--- config.mk ---
export PLATFORM = sky130hd
export DESIGN_NAME = plic
export DESIGN_NICKNAME = d
export VERILOG_FILES = /design/src/rtl/plic_pkg.sv /design/src/rtl/plic_arbiter.sv /design/src/rtl/plic.sv
export SDC_FILE = /design/constraint.sdc
export NUM_CORES = 1
export LEC_CHECK = 0
export CAP_MARGIN = 20
export CELL_PAD_IN_SITES_DETAIL_PLACEMENT = 2
export CELL_PAD_IN_SITES_GLOBAL_PLACEMENT = 2
export CORE_UTILIZATION = 30
export DETAILED_ROUTE_END_ITERATION = 16
export PLACE_DENSITY_LB_ADDON = 0.1
export SYNTH_ARGS = -nofsm -noshare
export SYNTH_HDL_FRONTEND = slang
export SYNTH_SLANG_ARGS = --single-unit
--- constraint.sdc ---
create_clock -name i_clock -period 13.1 [get_ports i_clock]
set_input_delay 1.31 -clock i_clock [delete_from_list [all_inputs] [get_ports i_clock]]
set_output_delay 1.31 -clock i_clock [all_outputs]
set_load 0.1 [all_outputs]
--- src/rtl/plic_pkg.sv ---
// Shared constants and types for the PLIC: register byte offsets, default sizing
// and the bus handshake states.
package plic_pkg;

    localparam int NSOURCES_DEFAULT   = 8;
    localparam int NPRIO_BITS_DEFAULT = 3;
    localparam int ID_W               = 5;

    localparam logic [5:0] ADDR_PENDING       = 6'h00;
    localparam logic [5:0] ADDR_ENABLE        = 6'h04;
    localparam logic [5:0] ADDR_THRESHOLD     = 6'h08;
    localparam logic [5:0] ADDR_CLAIM         = 6'h0C;
    localparam logic [5:0] ADDR_PRIORITY_BASE = 6'h10;

    typedef enum logic [1:0] {
        BUS_IDLE,
        BUS_ACK,
        BUS_WAIT
    } bus_state_t;

endpackage

--- src/rtl/plic_arbiter.sv ---
// Combinational winner select: highest priority among eligible sources, lowest
// index on ties. Reports ID 0 and priority 0 when nothing is eligible.
module plic_arbiter
    import plic_pkg::*;
#(
    parameter int NSOURCES   = NSOURCES_DEFAULT,
    parameter int NPRIO_BITS = NPRIO_BITS_DEFAULT
) (
    input  logic [NSOURCES-1:0]                 eligible,
    input  logic [NSOURCES-1:0][NPRIO_BITS-1:0] prio,
    output logic [ID_W-1:0]                     winner_id,
    output logic [NPRIO_BITS-1:0]               winner_prio
);

    // NOTE: every always_comb output gets a default first so no path can infer a latch.
    always_comb begin
        winner_id   = '0;
        winner_prio = '0;
        // Eligible sources always have nonzero priority, so a strict compare against
        // the running best both skips empty slots and keeps the lowest index on ties.
        for (int n = 0; n < NSOURCES; n++) begin
            if (eligible[n] && (prio[n] > winner_prio)) begin
                winner_id   = ID_W'(n + 1);
                winner_prio = prio[n];
            end
        end
    end

endmodule

--- src/rtl/plic.sv ---
// Platform-level interrupt controller: per-source gateways, memory-mapped
// enable/threshold/priority registers, claim/complete and a 4-phase bus handshake.
module plic
    import plic_pkg::*;
#(
    parameter int NSOURCES   = NSOURCES_DEFAULT,
    parameter int NPRIO_BITS = NPRIO_BITS_DEFAULT
) (
    input  logic                i_clock,
    input  logic                i_reset,
    input  logic [NSOURCES-1:0] i_interrupts,
    output logic                o_interrupt,
    input  logic                i_request,
    input  logic                i_rw,
    input  logic [5:0]          i_address,
    input  logic [31:0]         i_wdata,
    output logic [31:0]         o_rdata,
    output logic                o_ready
);

    logic [NSOURCES-1:0]                 pending;
    logic [NSOURCES-1:0]                 claimed;
    logic [NSOURCES-1:0]                 enable;
    logic [NPRIO_BITS-1:0]               threshold;
    logic [NSOURCES-1:0][NPRIO_BITS-1:0] prio;
    logic [NSOURCES-1:0]                 eligible;
    logic [ID_W-1:0]                     winner_id;
    logic [NPRIO_BITS-1:0]               winner_prio;
    bus_state_t                          state;

    logic                access;
    logic [3:0]          word;
    logic                claim_rd;
    logic                complete_wr;
    logic [NSOURCES-1:0] claim_vec;
    logic [NSOURCES-1:0] complete_vec;
    logic [31:0]         rdata_mux;
    logic                unused_addr_bits;

    assign unused_addr_bits = ^i_address[1:0];
    assign word             = i_address[5:2];
    // An access is taken only in IDLE, so a held request has its side effects once.
    assign access           = (state == BUS_IDLE) && i_request;
    assign claim_rd         = access && !i_rw && (word == ADDR_CLAIM[5:2]);
    assign complete_wr      = access &&  i_rw && (word == ADDR_CLAIM[5:2]);

    always_comb begin
        eligible     = '0;
        claim_vec    = '0;
        complete_vec = '0;
        for (int n = 0; n < NSOURCES; n++) begin
            eligible[n]     = pending[n] && enable[n] && (prio[n] != '0);
            claim_vec[n]    = claim_rd && (winner_id == ID_W'(n + 1));
            complete_vec[n] = complete_wr && (i_wdata == 32'(n + 1));
        end
    end

    plic_arbiter #(
        .NSOURCES   (NSOURCES),
        .NPRIO_BITS (NPRIO_BITS)
    ) u_arbiter (
        .eligible    (eligible),
        .prio        (prio),
        .winner_id   (winner_id),
        .winner_prio (winner_prio)
    );

    always_comb begin
        rdata_mux = '0;
        case (word)
            ADDR_PENDING[5:2]:   rdata_mux = 32'(pending);
            ADDR_ENABLE[5:2]:    rdata_mux = 32'(enable);
            ADDR_THRESHOLD[5:2]: rdata_mux = 32'(threshold);
            ADDR_CLAIM[5:2]:     rdata_mux = 32'(winner_id);
            default: begin
                for (int n = 0; n < NSOURCES; n++) begin
                    if (int'(word) == int'(ADDR_PRIORITY_BASE[5:2]) + n) begin
                        rdata_mux = 32'(prio[n]);
                    end
                end
            end
        endcase
    end

    // NOTE: sequential state is assigned with <= only, so every register samples pre-edge values.
    always_ff @(posedge i_clock) begin
        if (i_reset) begin
            // NOTE: the priority array is architectural state and is cleared here like any register.
            pending     <= '0;
            claimed     <= '0;
            enable      <= '0;
            threshold   <= '0;
            prio        <= '0;
            state       <= BUS_IDLE;
            o_ready     <= 1'b0;
            o_rdata     <= '0;
            o_interrupt <= 1'b0;
        end else begin
            o_interrupt <= (winner_prio > threshold);
            // Claim wins over a coincident gateway set on the same source.
            pending     <= (pending & ~claim_vec)
                         | (i_interrupts & ~claimed & ~pending & ~claim_vec);
            claimed     <= (claimed | claim_vec) & ~complete_vec;

            case (state)
                BUS_IDLE: begin
                    if (i_request) begin
                        state   <= BUS_ACK;
                        o_ready <= 1'b1;
                        o_rdata <= i_rw ? 32'd0 : rdata_mux;
                    end
                end
                BUS_ACK: begin
                    o_ready <= i_request;
                    state   <= BUS_WAIT;
                end
                BUS_WAIT: begin
                    if (!i_request) begin
                        o_ready <= 1'b0;
                        state   <= BUS_IDLE;
                    end
                end
                default: state <= BUS_IDLE;
            endcase

            if (access && i_rw) begin
                if (word == ADDR_ENABLE[5:2])    enable    <= i_wdata[NSOURCES-1:0];
                if (word == ADDR_THRESHOLD[5:2]) threshold <= i_wdata[NPRIO_BITS-1:0];
                for (int n = 0; n < NSOURCES; n++) begin
                    if (int'(word) == int'(ADDR_PRIORITY_BASE[5:2]) + n) begin
                        prio[n] <= i_wdata[NPRIO_BITS-1:0];
                    end
                end
            end
        end
    end

endmodule

==> run_results.csv <==
group,metric,value,unit
placed_design,place_inst,750,
routing,drt.antenna.violating_nets,0,
timing,fin_crit_sh,0.907,
pwr,switching_share,0.285,
synthesis,synth_top_area_frac,0.303,
routing,viasPerCell,5.45,
worst_setup_path,crit_fanout,11,
finish,syn2layout_area_growth,22.7,%
global_route,overflow,0,
cts,cts_hold_buffers,0,
cts,root_buffer,"clkbuf_16",
worst_setup_path,crit_arrival,12.09,ns
floorplan,io-pin-count,84,
timing,tightest_slew,0.980,ns
cts,post_cts_buffers,0,
timing,max_freq,84.1,MHz
routing,wl_per_cell,20.1,um
global_route,grt_max_degree,64,
synthesis,syn_inst,537,
finish,fill_cells,1572,
floorplan,die_x,120,um
routing,route.detailed.drc,0,
floorplan,coreArea,13400,sq um
finish,drive_gt1_frac,0.0763,
routing,vias,4177,
worst_setup_path,slowest_stage,"nor3_1",
synthesis,synth_warnings,0,
cts,numCtsBuffers,9,
pwr,p_int,381,uW
synthesis,synth_largest_area_cell,"dfxtp_1",
cts,cts.sink_count,63,
timing,hold_violations,0,
pwr,power_frac_comb,0.144,
timing,setup_viol,0,
run,drv_cap,0,
synthesis,synth-async-reset-ratio,0,
timing,clock_skew,0.00883,ns
routing,drt-total-wl,15400,um
cts,clkTransAtPathRegs,0.06,ns
synthesis,synthTopCellsByCount,"dfxtp_1, a21oi_1, nand2_1",
finish,nNetsFinal,651,
global_route,grt_pass1_wl,24400,um
timing,min_period,11.89,ns
cts,cts_tree,"yes",
placed_design,gp_congestion,0.852,
timing,worst_slack,1.21,ns
hold_path,holdCritPathClass,"flip-flop to flip-flop",
pwr,switching_power,152,uW
routing,drt_pass1_iterations,4,
synthesis,synth-seq-cells,63,
synthesis,synth.distinct_cells,66,
finish,fin_area,5110,sq um
synthesis,yosysSeqAreaShare,0.303,
cts,cts_max_level,3,
floorplan,initial_core_util,0.311,
timing,grt_setup_unrepaired,"false",
cts,post_cts_resized,0,
finish,layout.cells.non_filler,766,
worst_setup_path,cp_slowest_stage_delay,0.63,ns
pwr,seqPwrFrac,0.375,
synthesis,netlist_area,4160,sq um
worst_setup_path,critPathLaunchType,"flip-flop",
pwr,p_leak,1.80,nW
timing,tns,0,ns
placed_design,place_area,4790,sq um
worst_setup_path,cp-end-kind,"flip-flop",
cts,clockBufferDepth,2,
floorplan,rows,42,
synthesis,synth_ff_type,"dfxtp_1",
pwr,clkPwrFrac,0.481,
pwr,power.density,104,nW/um^2
timing,maxSlewHeadroom,0.345,
pwr,vdd_drop_max,0.0000614,V
worst_setup_path,required,13.30,ns
routing,drtIter0Drc,155,
cts,clock_latency,0.35,ns
global_route,grt_usage,0.226,
outcome,outcome,"finished clean",
timing,slew_viol_final,0,
floorplan,die_h,120,um
global_route,grt_pass1_vias,4445,
synthesis,synth_edf_count,0,
finish,num_antenna_cells,0,
synthesis,synth_most_common_cell,"dfxtp_1",
synthesis,avgSynthCellArea,7.75,sq um
placed_design,hpwl,11900,um
placed_design,dpl_worst_slack,1.47,ns
worst_setup_path,crit_type,"flip-flop to flip-flop",
placed_design,port_buffers,57,
floorplan,die_area,14400,sq um
global_route,antenna_found_initial,0,
synthesis,synth_top_cells_by_area,"dfxtp_1, a21oi_1, nand2_1, ha_1, nand3_1",
[state kept, by name, summed over array words and instances (netlist names)]
signal,count
o_interrupt,1
o_rdata,8
state,2
o_ready,1
pending,8
enable,8
threshold,3
prio,24
claimed,8
[worst max-delay path: cells and delay by family (launching register included)]
kind                       cells  cell delay, ns
muxes                          3            1.07
adders and majority gates      7            1.99
AOI/OAI and AO/OA             20            4.55
buffers and inverters          2            0.28
DFF                            1            0.52
and+or+nand+nor               16            3.32
[cell type report]
class	count	area [sq um]	share of cell area
inverters	27	101	0.0198
multi-input cells	422	2610	0.511
clock inverters	6	85.1	0.0167
well taps	176	220	0.0431
clock buffers	10	229	0.0448
repair buffers	62	603	0.118
flip-flops and latches	63	1260	0.247
[kinds of logic (layout without fill, tap and decap cells)]
kind of cell,count (synthesis),after routing,share of synthesized area
AOI/OAI and AO/OA,149,149,0.245
adders and majority gates,16,16,0.0481
buffers and inverters,75,105,0.0913
DFF,63,63,0.303
muxes,29,29,0.0799
other,1,24,0.000901
and+or+nand+nor,204,204,0.232
[per-layer routing]
layer | global-route usage | up-vias | wire (um)
met5 | 0 | - | 0
met4 | 0.0617 | 0 | 209
met3 | 0.0385 | 11 | 449
met2 | 0.398 | 83 | 7730
met1 | 0.281 | 2066 | 6970
li1 | - | 2017 | -
[stage by stage]
| step | util | hold WS [ns] | total power, mW |
|---|---|---|---|
| 2_1_floorplan | - | 0.440 | 0.260 |
| 3_3_place_gp | 0.358 | 0.449 | 0.279 |
| 3_5_place_dp | 0.358 | 0.460 | 0.281 |
| 4_1_cts | 0.381 | 0.472 | 0.539 |
| 5_1_grt | 0.381 | 0.495 | 0.550 |
| 6_report | 0.381 | 0.469 | 0.533 |
[final timing paths]
path               from         end  slack [ns]  depth (start not counted)
max          pending[0]  pending[4]        1.21                         48
min          claimed[1]  claimed[1]        0.47                          1
max reg2reg  pending[0]  pending[4]        1.21                         48
min reg2reg  claimed[1]  claimed[1]        0.47                          1
[power groups by stage]
stage / Clock (mW) / Combinational [mW] / Sequential, mW
floorplan: 0 / 0.0556 / 0.204
global placement: 0 / 0.0754 / 0.204
detailed placement: 0 / 0.0768 / 0.204
CTS: 0.262 / 0.0770 / 0.200
global route: 0.269 / 0.0808 / 0.200
finish: 0.257 / 0.0769 / 0.200
[placed cells by master, fill, tap and decap left out, drive strengths merged, types with 4 or more instances in the layout]
master          n
nor4           12
and3           10
inv            27
nand2          56
mux2i          19
o21ai          14
buf             6
clkbuf         10
ha             16
dfxtp          63
nor2           46
a21oi          58
o21a           12
mux2            8
a22oi           7
nor3           19
a311oi          4
o311ai          6
a31oi           9
nand3          39
a211oi          6
clkdlybuf4s50  56
a21o            4
conb           24
nor2b           5
o22ai           4
Power figures use the tool's default switching activity.
